[src/rtl/shareio_pkg.sv]
// Shared constants and helpers for the shared-bus CPU time-slot multiplexer.
// Optional build macro used by the mux: SHAREIO_WRSTB_EN (single-cycle write strobe).
package shareio_pkg;

    // Peripheral classes that hang off the shared bus.
    typedef enum logic [1:0] {
        HW_VRAM    = 2'd0,
        HW_PALETTE = 2'd1,
        HW_PSG     = 2'd2,
        HW_SCROLL  = 2'd3
    } hw_type_e;

    // Legal configuration ranges.
    localparam int SHR_NCPU_MIN = 1;
    localparam int SHR_NCPU_MAX = 8;
    localparam int SHR_SLOT_MIN = 2;
    localparam int SHR_SLOT_MAX = 16;

    // Value the per-CPU read-hold registers take after reset (truncated to DW).
    localparam logic [63:0] HOLD_RST = '1;

    // Ceiling log2; clog2(1) = 0.
    function automatic int clog2(input int n);
        int r;
        r = 0;
        for (int v = n - 1; v > 0; v = v >> 1) begin
            r++;
        end
        return r;
    endfunction

    // Width of an index into n items, never narrower than one bit.
    function automatic int sel_w(input int n);
        return (clog2(n) < 1) ? 1 : clog2(n);
    endfunction

endpackage

[src/rtl/shareio_cpumux_n_if.sv]
// CPU-side and bus-side signal bundle of the shared-bus multiplexer.
// master = the multiplexer, slave = the CPUs plus the peripheral decoder.
interface shareio_cpumux_n_if #(
    parameter int NCPU = 2,
    parameter int AW   = 16,
    parameter int DW   = 8
);
    import shareio_pkg::*;

    localparam int SELW = sel_w(NCPU);

    logic [NCPU-1:0]    CPACT;
    logic [NCPU*AW-1:0] CPAD;
    logic [NCPU*DW-1:0] CPOD;
    logic [NCPU-1:0]    CPRD;
    logic [NCPU-1:0]    CPWR;
    logic [NCPU*DW-1:0] CPID;
    logic [NCPU-1:0]    CPCE;
    logic [AW-1:0]      BUSADR;
    logic [DW-1:0]      BUSODT;
    logic [DW-1:0]      BUSIDT;
    logic               BUSRD;
    logic               BUSWR;
    logic [SELW-1:0]    BUSSEL;
    logic               BUSACT;

    modport master (
        input  CPACT, CPAD, CPOD, CPRD, CPWR, BUSIDT,
        output CPID, CPCE, BUSADR, BUSODT, BUSRD, BUSWR, BUSSEL, BUSACT
    );

    modport slave (
        output CPACT, CPAD, CPOD, CPRD, CPWR, BUSIDT,
        input  CPID, CPCE, BUSADR, BUSODT, BUSRD, BUSWR, BUSSEL, BUSACT
    );

endinterface

[src/rtl/shareio_rr_next.sv]
// Cyclic next-active-CPU search: first index after i_cur with its active bit
// set, visiting i_cur itself last. o_any is low when no CPU is active.
module shareio_rr_next #(
    parameter int NCPU = 2,
    parameter int SELW = 1
) (
    input  logic [NCPU-1:0] i_act,
    input  logic [SELW-1:0] i_cur,
    output logic [SELW-1:0] o_idx,
    output logic            o_any
);

    logic [SELW-1:0] w_idx;

    // Walk offsets from farthest to nearest so the nearest active CPU wins.
    always_comb begin
        w_idx = i_cur;
        for (int off = NCPU; off >= 1; off--) begin
            for (int j = 0; j < NCPU; j++) begin
                if ((((int'(i_cur) + off) % NCPU) == j) && i_act[j]) begin
                    w_idx = SELW'(j);
                end
            end
        end
    end

    assign o_idx = w_idx;
    assign o_any = |i_act;

endmodule

[src/rtl/shareio_cpumux_n.sv]
// Round-robin time-slot multiplexer giving NCPU CPUs turns on one shared
// peripheral bus. Each slot lasts SLOT_CYC cycles; the owner gets a one-cycle
// clock enable in the last cycle of its slot and its read data is frozen in a
// hold register when the slot ends.
// Build macro SHAREIO_WRSTB_EN: when defined, BUSWR pulses only in the
// mid-slot cycle instead of being held for the whole slot.
module shareio_cpumux_n
    import shareio_pkg::*;
#(
    parameter int NCPU      = 2,
    parameter int SLOT_CYC  = 4,
    parameter int AW        = 16,
    parameter int DW        = 8,
    parameter int SKIP_IDLE = 0
) (
    input  logic               SHCLK,
    input  logic               RESET,
    shareio_cpumux_n_if.master bus
);

    localparam int SELW = sel_w(NCPU);
    localparam int PHW  = sel_w(SLOT_CYC);

    localparam logic [PHW-1:0]  PH_LAST  = PHW'(SLOT_CYC - 1);
    localparam logic [PHW-1:0]  PH_PRE   = PHW'(SLOT_CYC - 2);
    localparam logic [SELW-1:0] OWN_LAST = SELW'(NCPU - 1);
`ifdef SHAREIO_WRSTB_EN
    localparam logic [PHW-1:0]  PH_WR    = PHW'(SLOT_CYC / 2);
`endif

    // Reject configurations outside the supported range at elaboration.
    if (NCPU < SHR_NCPU_MIN || NCPU > SHR_NCPU_MAX) begin : g_bad_ncpu
        $error("shareio_cpumux_n: NCPU out of range");
    end
    if (SLOT_CYC < SHR_SLOT_MIN || SLOT_CYC > SHR_SLOT_MAX) begin : g_bad_slot
        $error("shareio_cpumux_n: SLOT_CYC out of range");
    end

    logic [PHW-1:0]  r_ph;
    logic [SELW-1:0] r_own;
    logic            r_busact;
    logic [NCPU-1:0] r_cpce;
    logic [DW-1:0]   r_hold [NCPU];

    logic            w_slot_end;
    logic            w_pre_end;
    logic [SELW-1:0] w_rr_idx;
    logic            w_rr_any;
    logic [SELW-1:0] w_own_nxt;
    logic            w_busact_nxt;
    logic [AW-1:0]   w_adr;
    logic [DW-1:0]   w_odt;
    logic            w_rd_req;
    logic            w_wr_req;
    logic            w_wr_win;

    assign w_slot_end = (r_ph == PH_LAST);
    assign w_pre_end  = (r_ph == PH_PRE);

    shareio_rr_next #(
        .NCPU (NCPU),
        .SELW (SELW)
    ) u_rr_next (
        .i_act (bus.CPACT),
        .i_cur (r_own),
        .o_idx (w_rr_idx),
        .o_any (w_rr_any)
    );

    // Owner and bus-active value to take at the next slot end.
    always_comb begin
        w_own_nxt    = r_own;
        w_busact_nxt = r_busact;
        if (SKIP_IDLE != 0) begin
            if (w_rr_any) begin
                w_own_nxt    = w_rr_idx;
                w_busact_nxt = 1'b1;
            end else begin
                w_busact_nxt = 1'b0;
            end
        end else begin
            w_own_nxt    = (r_own == OWN_LAST) ? '0 : r_own + SELW'(1);
            w_busact_nxt = 1'b1;
        end
    end

    // Slot phase counter and slot ownership; CPACT only matters at slot end.
    always_ff @(posedge SHCLK) begin
        if (RESET) begin
            r_ph     <= '0;
            r_own    <= '0;
            r_busact <= (SKIP_IDLE != 0) ? bus.CPACT[0] : 1'b1;
        end else if (w_slot_end) begin
            r_ph     <= '0;
            r_own    <= w_own_nxt;
            r_busact <= w_busact_nxt;
        end else begin
            r_ph     <= r_ph + PHW'(1);
        end
    end

    // Clock enable lands in the owner's last slot cycle; it is set one cycle
    // early because owner and bus-active cannot change inside a slot.
    always_ff @(posedge SHCLK) begin
        if (RESET) begin
            r_cpce <= '0;
        end else begin
            for (int k = 0; k < NCPU; k++) begin
                r_cpce[k] <= w_pre_end && r_busact && (r_own == SELW'(k));
            end
        end
    end

    // Freeze the owner's read data when its slot ends.
    always_ff @(posedge SHCLK) begin
        if (RESET) begin
            for (int k = 0; k < NCPU; k++) begin
                r_hold[k] <= HOLD_RST[DW-1:0];
            end
        end else if (w_slot_end && r_busact) begin
            for (int k = 0; k < NCPU; k++) begin
                if (r_own == SELW'(k)) begin
                    r_hold[k] <= bus.BUSIDT;
                end
            end
        end
    end

    // Route the owning CPU's address, write data and strobes onto the bus.
    always_comb begin
        w_adr    = '0;
        w_odt    = '0;
        w_rd_req = 1'b0;
        w_wr_req = 1'b0;
        for (int k = 0; k < NCPU; k++) begin
            if (r_own == SELW'(k)) begin
                w_adr    = bus.CPAD[k*AW +: AW];
                w_odt    = bus.CPOD[k*DW +: DW];
                w_rd_req = bus.CPRD[k];
                w_wr_req = bus.CPWR[k];
            end
        end
    end

`ifdef SHAREIO_WRSTB_EN
    assign w_wr_win = (r_ph == PH_WR);
`else
    assign w_wr_win = 1'b1;
`endif

    assign bus.BUSADR = w_adr;
    assign bus.BUSODT = w_odt;
    assign bus.BUSRD  = w_rd_req & r_busact;
    assign bus.BUSWR  = w_wr_req & r_busact & w_wr_win;
    assign bus.BUSSEL = r_own;
    assign bus.BUSACT = r_busact;
    assign bus.CPCE   = r_cpce;

    // The owner sees live bus data so it samples correctly at its enable edge.
    for (genvar k = 0; k < NCPU; k++) begin : g_cpid
        assign bus.CPID[k*DW +: DW] = (r_busact && (r_own == SELW'(k))) ? bus.BUSIDT : r_hold[k];
    end

endmodule

[src/flat_wrapper.sv]
// flat-port wrapper written by rule: the top's interface ports become plain ports
module shareio_cpumux_n_flat import shareio_pkg::*;
#(
    parameter int NCPU      = 2,
    parameter int SLOT_CYC  = 4,
    parameter int AW        = 16,
    parameter int DW        = 8,
    parameter int SKIP_IDLE = 0
)
  (SHCLK, RESET, bus_CPACT, bus_CPAD, bus_CPOD, bus_CPRD, bus_CPWR, bus_BUSIDT, bus_CPID, bus_CPCE, bus_BUSADR, bus_BUSODT, bus_BUSRD, bus_BUSWR, bus_BUSSEL, bus_BUSACT);
  shareio_cpumux_n_if #(.NCPU(NCPU), .AW(AW), .DW(DW)) bus_i ();
  input  logic SHCLK;
  input  logic RESET;
  input wire logic [$bits(bus_i.CPACT)-1:0] bus_CPACT;
  input wire logic [$bits(bus_i.CPAD)-1:0] bus_CPAD;
  input wire logic [$bits(bus_i.CPOD)-1:0] bus_CPOD;
  input wire logic [$bits(bus_i.CPRD)-1:0] bus_CPRD;
  input wire logic [$bits(bus_i.CPWR)-1:0] bus_CPWR;
  input wire logic [$bits(bus_i.BUSIDT)-1:0] bus_BUSIDT;
  output wire logic [$bits(bus_i.CPID)-1:0] bus_CPID;
  output wire logic [$bits(bus_i.CPCE)-1:0] bus_CPCE;
  output wire logic [$bits(bus_i.BUSADR)-1:0] bus_BUSADR;
  output wire logic [$bits(bus_i.BUSODT)-1:0] bus_BUSODT;
  output wire logic [$bits(bus_i.BUSRD)-1:0] bus_BUSRD;
  output wire logic [$bits(bus_i.BUSWR)-1:0] bus_BUSWR;
  output wire logic [$bits(bus_i.BUSSEL)-1:0] bus_BUSSEL;
  output wire logic [$bits(bus_i.BUSACT)-1:0] bus_BUSACT;
  assign bus_i.CPACT = bus_CPACT;
  assign bus_i.CPAD = bus_CPAD;
  assign bus_i.CPOD = bus_CPOD;
  assign bus_i.CPRD = bus_CPRD;
  assign bus_i.CPWR = bus_CPWR;
  assign bus_i.BUSIDT = bus_BUSIDT;
  assign bus_CPID = bus_i.CPID;
  assign bus_CPCE = bus_i.CPCE;
  assign bus_BUSADR = bus_i.BUSADR;
  assign bus_BUSODT = bus_i.BUSODT;
  assign bus_BUSRD = bus_i.BUSRD;
  assign bus_BUSWR = bus_i.BUSWR;
  assign bus_BUSSEL = bus_i.BUSSEL;
  assign bus_BUSACT = bus_i.BUSACT;
  shareio_cpumux_n #(.NCPU(NCPU), .SLOT_CYC(SLOT_CYC), .AW(AW), .DW(DW), .SKIP_IDLE(SKIP_IDLE)) u_core (.SHCLK(SHCLK), .RESET(RESET), .bus(bus_i));
endmodule
[config.mk]
export PLATFORM = sky130hd
export DESIGN_NAME = shareio_cpumux_n_flat
export DESIGN_NICKNAME = d
export VERILOG_FILES = /design/src/rtl/shareio_pkg.sv /design/src/rtl/shareio_cpumux_n_if.sv /design/src/rtl/shareio_rr_next.sv /design/src/rtl/shareio_cpumux_n.sv /design/src/flat_wrapper.sv
export SDC_FILE = /design/constraint.sdc
export NUM_CORES = 1
export LEC_CHECK = 0
export ABC_AREA = 1
export CORE_ASPECT_RATIO = 0.7
export CORE_MARGIN = 10
export CORE_UTILIZATION = 31
export DETAILED_ROUTE_END_ITERATION = 8
export GPL_ROUTABILITY_DRIVEN = 0
export PLACE_DENSITY = 0.83
export SLEW_MARGIN = 10
export SYNTH_ARGS = -nofsm -noshare
export SYNTH_HDL_FRONTEND = slang
export SYNTH_HIERARCHICAL = 1
export SYNTH_SLANG_ARGS = --single-unit
export TNS_END_PERCENT = 1
[constraint.sdc]
create_clock -name SHCLK -period 2.2 [get_ports SHCLK]
set_clock_uncertainty 0.05 [all_clocks]
set_input_delay 0.44 -clock SHCLK [delete_from_list [all_inputs] [get_ports SHCLK]]
set_output_delay 0.44 -clock SHCLK [all_outputs]
set_load 0.05 [all_outputs]
==> metrics.yaml, run 1 <==
worst_hold_startpoint: "u_core/r_ph[0]$_SDFF_PP0_"
totalWireLength_um: 4552
rsz0062_at_grt: "false"
rrSetupSlack_ns: 0.63
grt_max_degree: 48
start_kind: "flip-flop"
antenna_found_initial: 0
io-pin-count: 110
dp_cells: 329
synthAdderAreaFrac: 0.01986
num_vias: 1445
synth-simple-area-share: 0.3416
ctsHoldBuffers: 0
final_nets: 348
syn_nets: 243
power_density_nw_per_um2: 579.9
synth_xor_xnor_area_share: 0
nFillCells: 349
area_growth_pct: 96.52
slew_viol_final: 0
r2r_end: "u_core/r_hold[0][13]$_DFFE_PP_"
place_area_um2: 2431
wl_per_cell_um: 13.67
cts_tree: "built"
synth-compound-area-share: 0.06753
clkTransAtPathRegs_ns: 0.06
yosys_warnings: 6
port_buffers: 106
critPathArrivalTime_ns: 1.48
cts_buffers: 3
critPathKind: "reg2out"
fmax_mhz: 508.1
synth_top_family_by_area: "simple AND/OR/NAND/NOR gates"
fp.dieW_um: 96.20
maxCapViolCount: 0
slew-limit-headroom: 0.6572
syn-cell-area_um2: 1260
row_count: 19
floorplan.initialDensity: 0.3212
drt-pass1-iter-count: 4
drc: 0
synthTopCellsByArea: "edfxtp_1 (38%), nand2_1 (32%), dfxtp_1 (7.9%)"
tns_ns: 0
power.leakage_nw: 1.131
cts.path.max_buffers: 2
yosysUniqueCellTypes: 15
cp_max_fo: 47
crit_path_start: "u_core/bus.BUSSEL$_SDFFE_PP0N_"
ant_nets: 0
core_region_area_um2: 3923
setup_viol: 0
die_y_um: 73.34
cts_root_buf: "clkbuf_8"
grt_usage: 0.1219
synth_area_per_cell_um2: 7.118
design_area_um2: 2476
hold_violations: 0
die_area_um2: 7055
drive_gt1_frac: 0.1851
critPathRequiredTime_ns: 1.71
netlist_instances: 177
min_period_over_period: 0.8946
grt_pass1_wl_um: 6948
post_drt_via_cell_ratio: 4.339
period_needed_ns: 1.968
clock_sinks: 21
grt_pass1_vias: 1434
yosys.area.top_type: "edfxtp_1"
hold_end: "u_core/r_ph[0]$_SDFF_PP0_"
worstSetupEndpointType: "output pin"
synthMuxAreaShare: 0
htree_levels: 1
rr_worst_depth: 3
worstReg2RegStart: "u_core/bus.BUSSEL$_SDFFE_PP0N_"
hp-class: "reg2reg"
ys_seq_area_frac: 0.4608
peakVddDrop_uv: 240.8
synth_top_cell_area_share: 0.3813
overflow: 0
hold_depth: 1
cts_resized: 0
total_power_mw: 1.436
diodes: 0
ys_ff_latch: 21
final_cells: 333
post_cts_buffers: 0
tightest_slew_ns: 0.5126
drtIter0Drc: 53
hpwl_um: 3771
status: "complete, no violations"
clk_latency_ns: 0.25
## worst max path at each step
| stage | to | slack, ns | cells after the start |
|---|---|---|---|
| final | bus_CPID[0] | 0.23 | 3 |
| after global routing | bus_CPID[3] | 0.1 | 4 |
| after CTS | bus_CPID[0] | 0.20 | 3 |
| after detailed placement | bus_CPID[0] | 0.28 | 4 |
| after global placement | bus_CPID[7] | 0.29 | 4 |
| after floorplan | bus_CPID[15] | -0.19 | 2 |
## through the flow
step                        util  setup slack, ns  hold WS (ns)
after floorplan                -          -0.1949        0.3673
after global placement    0.6198           0.2873        0.3819
after detailed placement  0.6198           0.2816        0.3911
after CTS                 0.6313           0.2019        0.4002
after global routing      0.6313          0.09686        0.4270
final                     0.6313           0.2319        0.3926
## logic make-up (layout without fill, tap and decap cells)
family,after synthesis,after routing
compound gates,17,17
buf+inv,22,126
other cells,1,1
simple gates,114,114
flops,21,21
fa+ha+maj,2,2
## registers in the layout, indices dropped and copies added, names as in the netlist
signal	cells
u_core/bus.CPCE	2
u_core/r_ph	2
u_core/r_hold	16
u_core/bus.BUSSEL	1
## Yosys cell counts
cell type  number
buf_2           3
inv_1          11
conb_1          1
inv_2           1
nand2_1       107
ha_1            2
buf_8           1
dfxtp_1         5
o21ai_0         7
o21ai_1        10
buf_4           2
nor2_2          1
nor2_1          6
edfxtp_1       16
buf_6           4
## critical path, stage by stage, from the launching register on
cell,delay [ns]
dfxtp_1,0.34
buf_4,0.41
o21ai_0,0.25
buf_12,0.20
## layout make-up
cell class / instances / area (um^2) / area share
multi-input cells: 134 / 544.3 / 0.2198
clock buffers: 4 / 45.04 / 0.01819
flip-flops and latches: 21 / 580.6 / 0.2345
repair buffers: 110 / 1196 / 0.4831
well taps: 52 / 65.06 / 0.02628
inverters: 12 / 45.04 / 0.01819
## report_power, final
group | total, mW | switching [mW] | internal (mW) | leakage, nW
Clock | 0.241 | 0.112 | 0.129 | 0.0228
Sequential | 0.443 | 0.00482 | 0.438 | 0.153
Combinational | 0.752 | 0.445 | 0.306 | 0.956
Total | 1.44 | 0.563 | 0.873 | 1.13
## per-layer routing
layer	GRT usage	up-vias	share of wire
met5	0	-	0
met4	0.02773	0	0.0068
met3	0.03967	5	0.074
met2	0.2293	47	0.55
met1	0.1279	642	0.37
li1	-	751	-
## cells in the final DEF (no fill, tap or decap)
cell type / netlist / layout
nand2_1: 107 / 107
clkdlybuf4s50_1: 0 / 63
buf_4: 2 / 30
buf_12: 0 / 17
edfxtp_1: 16 / 16
inv_1: 11 / 11
o21ai_1: 10 / 10
o21ai_0: 7 / 7
nor2_1: 6 / 6
dfxtp_1: 5 / 5
clkbuf_8: 0 / 3
ha_1: 2 / 2
clkbuf_1: 0 / 1
inv_2: 1 / 1
nor2_2: 1 / 1
conb_1: 1 / 1
(Power assumes the default switching activity.)
==> run 2, diff against run 1 <==
ABC_CLOCK_PERIOD_IN_PS = 2200   (was default)
TNS_END_PERCENT = default   (was 1)
==> run 2 against run 1 <==
Register-to-register slack about the same. Final cell count unchanged. Hold slack improved by 0.0081 ns. Flip-flop and latch count unchanged. Maximum frequency decreased by 2.7%. Total power about the same. Non-clock buffer count unchanged. Critical path type unchanged. Largest power group unchanged. Highest routed layer is now met3.
==> metrics.yaml, run 2 (synthesis gave the netlist of run 1 again) <==
status: "complete, no violations"
cp_max_fo: 25  # -47%
start_kind: "flip-flop"
wl_per_cell_um: 13.67  # about the same
htree_levels: 1  # unchanged
total_power_mw: 1.437  # about the same
largest_reg_flops: 16  # unchanged
drt-pass1-iter-count: 4  # unchanged
antenna_found_initial: 0  # unchanged
num_vias: 1422  # -1.6%
maxCapViolCount: 0  # unchanged
worstSetupEndpointType: "output pin"
worst_hold_startpoint: "u_core/r_ph[0]$_SDFF_PP0_"
multi_input_area_um2: 544.3  # unchanged
diodes: 0  # unchanged
worst-path-buf-inv: 3  # +1
min_period_over_period: 0.9196  # +0.02497
cpMaxStageDelayCell: "dfxtp_1"
core_region_area_um2: 3923  # unchanged
overflow: 0  # unchanged
power.leakage_nw: 1.131  # about the same
die_area_um2: 7055  # unchanged
critPathKind: "reg2out"
cts_buffers: 3  # unchanged
cts.path.max_buffers: 2  # unchanged
seq_area_um2: 580.6  # unchanged
final_common_cell: "nand2_1"
drc: 0  # unchanged
tns_ns: 0  # unchanged
period_needed_ns: 2.023  # +0.05494 ns
cts_root_buf: "clkbuf_8"
nFillCells: 339  # -2.9%
critical_path.max_stage_delay_ns: 0.32  # -0.09 ns
setup_viol: 0  # unchanged
floorplan.initialDensity: 0.3212  # unchanged
worstReg2RegStart: "u_core/bus.BUSSEL$_SDFFE_PP0N_"
crit_path_start: "u_core/bus.BUSSEL$_SDFFE_PP0N_"
die_y_um: 73.34  # unchanged
area_growth_pct: 96.52  # unchanged
ant_nets: 0  # unchanged
fin_util: 0.6313  # unchanged
rsz0062_at_grt: "false"
post_cts_buffers: 0  # unchanged
clkTransAtPathRegs_ns: 0.07  # about the same
rrSetupSlack_ns: 0.64  # about the same
row_count: 19  # unchanged
cts_resized: 0  # unchanged
tightest_slew_ns: 0.5059  # -0.006623 ns
cts_tree: "built"
peakVddDrop_uv: 291.7  # +21%
fmax_mhz: 494.3  # -2.7%
final_cell_mix: "nand2_1 (107), clkdlybuf4s50_1 (63), buf_4 (30), buf_12 (17), edfxtp_1 (16)"
fp.dieW_um: 96.20  # unchanged
hpwl_um: 3823  # +1.4%
grt_max_degree: 48  # unchanged
top_register: "u_core/r_hold"
critPathRequiredTime_ns: 1.71  # about the same
grt_pass1_vias: 1387  # -3.3%
cpLargestDelayFamily: "buffers and inverters"
power_density_nw_per_um2: 580.2  # about the same
io-pin-count: 110  # unchanged
clk_latency_ns: 0.25  # about the same
port_buffers: 106  # unchanged
clock_sinks: 21  # unchanged
grt_pass1_wl_um: 6706  # -3.5%
hold_violations: 0  # unchanged
drive_gt1_frac: 0.1851  # unchanged
ctsHoldBuffers: 0  # unchanged
critPathArrivalTime_ns: 1.53  # +0.05 ns
final_nets: 348  # unchanged
hp-class: "reg2reg"
totalWireLength_um: 4553  # about the same
drtIter0Drc: 81  # +53%
path_cells: "inv_2, buf_4, nand2_1, o21ai_1, buf_12"
grt_usage: 0.1169  # -0.004985
slew_viol_final: 0  # unchanged
post_drt_via_cell_ratio: 4.270  # -1.6%
slew-limit-headroom: 0.6617  # +0.004429
==> run 2: cell types whose count changed in the layout (fill, tap and decap cells not counted) <==
| cell | previous run | this run |
|---|---|---|
| o21ai_0 | 7 | 4 |
| o21ai_1 | 10 | 13 |
==> run 2: worst paths after layout <==
kind | endpoint | depth (start not counted)
max | bus_CPID[13] | 5
min | u_core/r_ph[0]$_SDFF_PP0_ | 1
max reg2reg | u_core/r_hold[0][12]$_DFFE_PP_ | 3
min reg2reg | u_core/r_ph[0]$_SDFF_PP0_ | 1
==> run 2: per-stage QoR <==
step	hold WS [ns]	worst slack (ns)	std cells	area (um^2)
floorplan	0.3673	-0.1949	177	1260
global placement	0.3843	0.2351	329	2431
detailed placement	0.3965	0.2469	329	2431
CTS	0.4065	0.1668	333	2476
global route	0.4503	0.07419	333	2476
finish	0.4007	0.1769	333	2476
==> run 2: routing by layer <==
layer  routed length [um]  part of all wire  track usage
met2                 2568              0.56       0.2293
met3                  321             0.071      0.03967
met4                    0                 0     0.004894
met5                    0                 0            0
met1                 1663              0.37       0.1221
==> run 2: area by class of cell <==
cell class                 instances  share of cell area
clock buffer                       4             0.01819
inverter                          12             0.01819
multi-input combinational        134              0.2198
sequential                        21              0.2345
tap                               52             0.02628
timing repair buffer             110              0.4831
==> run 2: power breakdown <==
part	internal (mW)	switching (mW)
clock	0.128	0.111
sequential	0.438	0.00479
combinational	0.307	0.447
total	0.874	0.563
==> run 3, diff against run 2 <==
GPL_TIMING_DRIVEN = 0   (was default)
==> run 3 against run 2 <==
Critical path depth decreased by 1. Design area decreased by 4.9%. Combinational power decreased by 14%. Maximum frequency decreased by 3.7%. Final cell count increased by 1.8%. Global-route usage increased by 0.82 points. Sequential power about the same. Register-to-register slack got worse by 0.13 ns. Non-clock buffer count increased by 6. Total power decreased by 7.1%. Routed wire length increased by 5.1%. Critical path type is now in2out.
==> metrics.yaml, run 3 (synthesis gave the netlist of run 1 again) <==
path_cells: "clkdlybuf4s50_1, inv_1, o21ai_1, dlygate4sd2_1"
design_area_um2: 2355  # -4.9%
largest_reg_flops: 16  # unchanged
grt_pass1_wl_um: 6996  # +4.3%
clkTransAtPathRegs_ns: 0.07  # about the same
hold_violations: 0  # unchanged
port_buffers: 106  # unchanged
cts.path.max_buffers: 2  # unchanged
fin_ws_ns: 0.09907  # -0.07784 ns
clock_sinks: 21  # unchanged
cp_max_fo: 3  # -88%
intPower_mw: 0.7875  # -9.9%
hold_depth: 1  # unchanged
grt_usage: 0.1251  # +0.008235
io-pin-count: 110  # unchanged
worstSetupEndpointType: "output pin"
power_density_nw_per_um2: 566.9  # -2.3%
slew_viol_final: 0  # unchanged
hold_end: "u_core/r_ph[0]$_SDFF_PP0_"
peakVddDrop_uv: 291.4  # about the same
worst_hold_startpoint: "u_core/r_ph[0]$_SDFF_PP0_"
cpMaxStageDelayCell: "dlygate4sd2_1"
grt_max_degree: 12  # -75%
die_area_um2: 7055  # unchanged
hpwl_um: 4087  # +6.9%
total_power_mw: 1.335  # -7.1%
totalWireLength_um: 4783  # +5.1%
num_vias: 1449  # +1.9%
wl_per_cell_um: 14.11  # +3.2%
die_y_um: 73.34  # unchanged
final_nets: 354  # +1.7%
tightest_slew_ns: 0.8128  # +0.3069 ns
top_register: "u_core/r_hold"
min_period_over_period: 0.9550  # +0.03538
drc: 0  # unchanged
final_cells: 339  # +1.8%
holdWs_ns: 0.3992  # -0.001423 ns
post_drt_via_cell_ratio: 4.274  # about the same
switching_power_mw: 0.5474  # -2.8%
p_clk_frac: 0.179  # +0.012
power.leakage_nw: 1.075  # -5.0%
floorplan.initialDensity: 0.3212  # unchanged
htree_levels: 1  # unchanged
grt_pass1_vias: 1447  # +4.3%
multi_input_area_um2: 544.3  # unchanged
cts_buffers: 3  # unchanged
slew-limit-headroom: 0.4545  # -0.2072
fmax_mhz: 476.0  # -3.7%
dp_cells: 335  # +1.8%
drtIter0Drc: 63  # -22%
maxCapViolCount: 0  # unchanged
core_region_area_um2: 3923  # unchanged
nFillCells: 375  # +11%
drt-pass1-iter-count: 4  # unchanged
rsz0062_at_grt: "false"
diodes: 0  # unchanged
ctsHoldBuffers: 0  # unchanged
place_area_um2: 2386  # -1.9%
pwr-share-comb: 0.489  # -0.036
row_count: 19  # unchanged
switching_share: 0.4101  # +0.01821
worstReg2RegStart: "u_core/r_ph[0]$_SDFF_PP0_"
critPathKind: "in2out"
seq_power_share: 0.333  # +0.025
drive_gt1_frac: 0.08014  # -0.1049
area_growth_pct: 86.89
cts_root_buf: "clkbuf_8"
period_needed_ns: 2.101  # +0.07784 ns
fp.dieW_um: 96.20  # unchanged
pre_cts_ws_ns: -0.2724  # -0.5193 ns
antenna_found_initial: 0  # unchanged
status: "complete, no violations"
critical_path.max_stage_delay_ns: 0.54  # +0.22 ns
final_common_cell: "nand2_1"
rrSetupSlack_ns: 0.51  # -0.13 ns
ant_nets: 0  # unchanged
rr_worst_depth: 3  # unchanged
fin_util: 0.6003  # -0.03094
hp-class: "reg2reg"
critPathRequiredTime_ns: 1.71  # about the same
cts_tree: "built"
setup_viol: 0  # unchanged
final_cell_mix: "nand2_1 (107), clkdlybuf4s50_1 (64), dlygate4sd2_1 (29), edfxtp_1 (16), o21ai_1 (14)"
clk_latency_ns: 0.25  # about the same
seq_area_um2: 580.6  # unchanged
start_kind: "primary input"
r2r_end: "u_core/r_hold[0][0]$_DFFE_PP_"
critPathArrivalTime_ns: 1.61  # +0.08 ns
tns_ns: 0  # unchanged
overflow: 0  # unchanged
run 3: changes by cell type in the layout (fill, tap and decap cells not counted), moves of 3 or more:
cell	before	now
dlygate4sd2_1	0	29
buf_4	30	2
buf_12	17	0
clkbuf_2	0	8
clkdlybuf4s15_1	0	5
buf_6	0	4
buf_2	0	3
run 3: what timing repair did:
item / 4_1_cts / 5_1_grt
cloned: 0 / 0
resized for setup: 42 / 24
endpoints found under the setup margin: 42 / 13
buffers inserted: 0 / 0
pin swaps: 0 / 0
run 3: power groups by stage:
stage	Sequential (mW)	Combinational, mW	Clock, mW
detailed placement	0.453	0.714	0
floorplan	0.461	0.407	0
CTS	0.444	0.660	0.246
global route	0.445	0.692	0.268
finish	0.444	0.652	0.239
global placement	0.452	0.708	0
run 3: worst max path at each step:
| stage | start | end | slack [ns] |
|---|---|---|---|
| 2_1_floorplan | u_core/bus.BUSSEL$_SDFFE_PP0N_ | bus_CPID[15] | -0.19 |
| 3_3_place_gp | bus_BUSIDT[7] | bus_CPID[15] | -0.24 |
| 3_5_place_dp | bus_BUSIDT[1] | bus_CPID[9] | -0.27 |
| 4_1_cts | bus_BUSIDT[0] | bus_CPID[8] | 0.01 |
| 5_1_grt | u_core/bus.BUSSEL$_SDFFE_PP0N_ | bus_CPID[2] | 0.00005 |
| 6_report | bus_BUSIDT[4] | bus_CPID[4] | 0.1 |
run 3: layout make-up:
class | instances | area share
tap | 52 | 0.02763
buffer | 10 | 0.03826
sequential | 21 | 0.2465
inverter | 12 | 0.01913
multi-input combinational | 134 | 0.2311
clock buffer | 4 | 0.01913
timing repair buffer | 106 | 0.4182
run 3: critical path, delay by kind of cell:
kind                   cells  cell delay [ns]
AOI/OAI and AO/OA          1             0.11
buffers and inverters      3             1.05
run 3: routing by layer:
layer  GRT usage  share of wire  vias up
li1            -              -      761
met1      0.1335           0.36      648
met4    0.006525         0.0065        0
met2      0.2323           0.54       38
met3     0.05493          0.087        2
met5           0              0        -
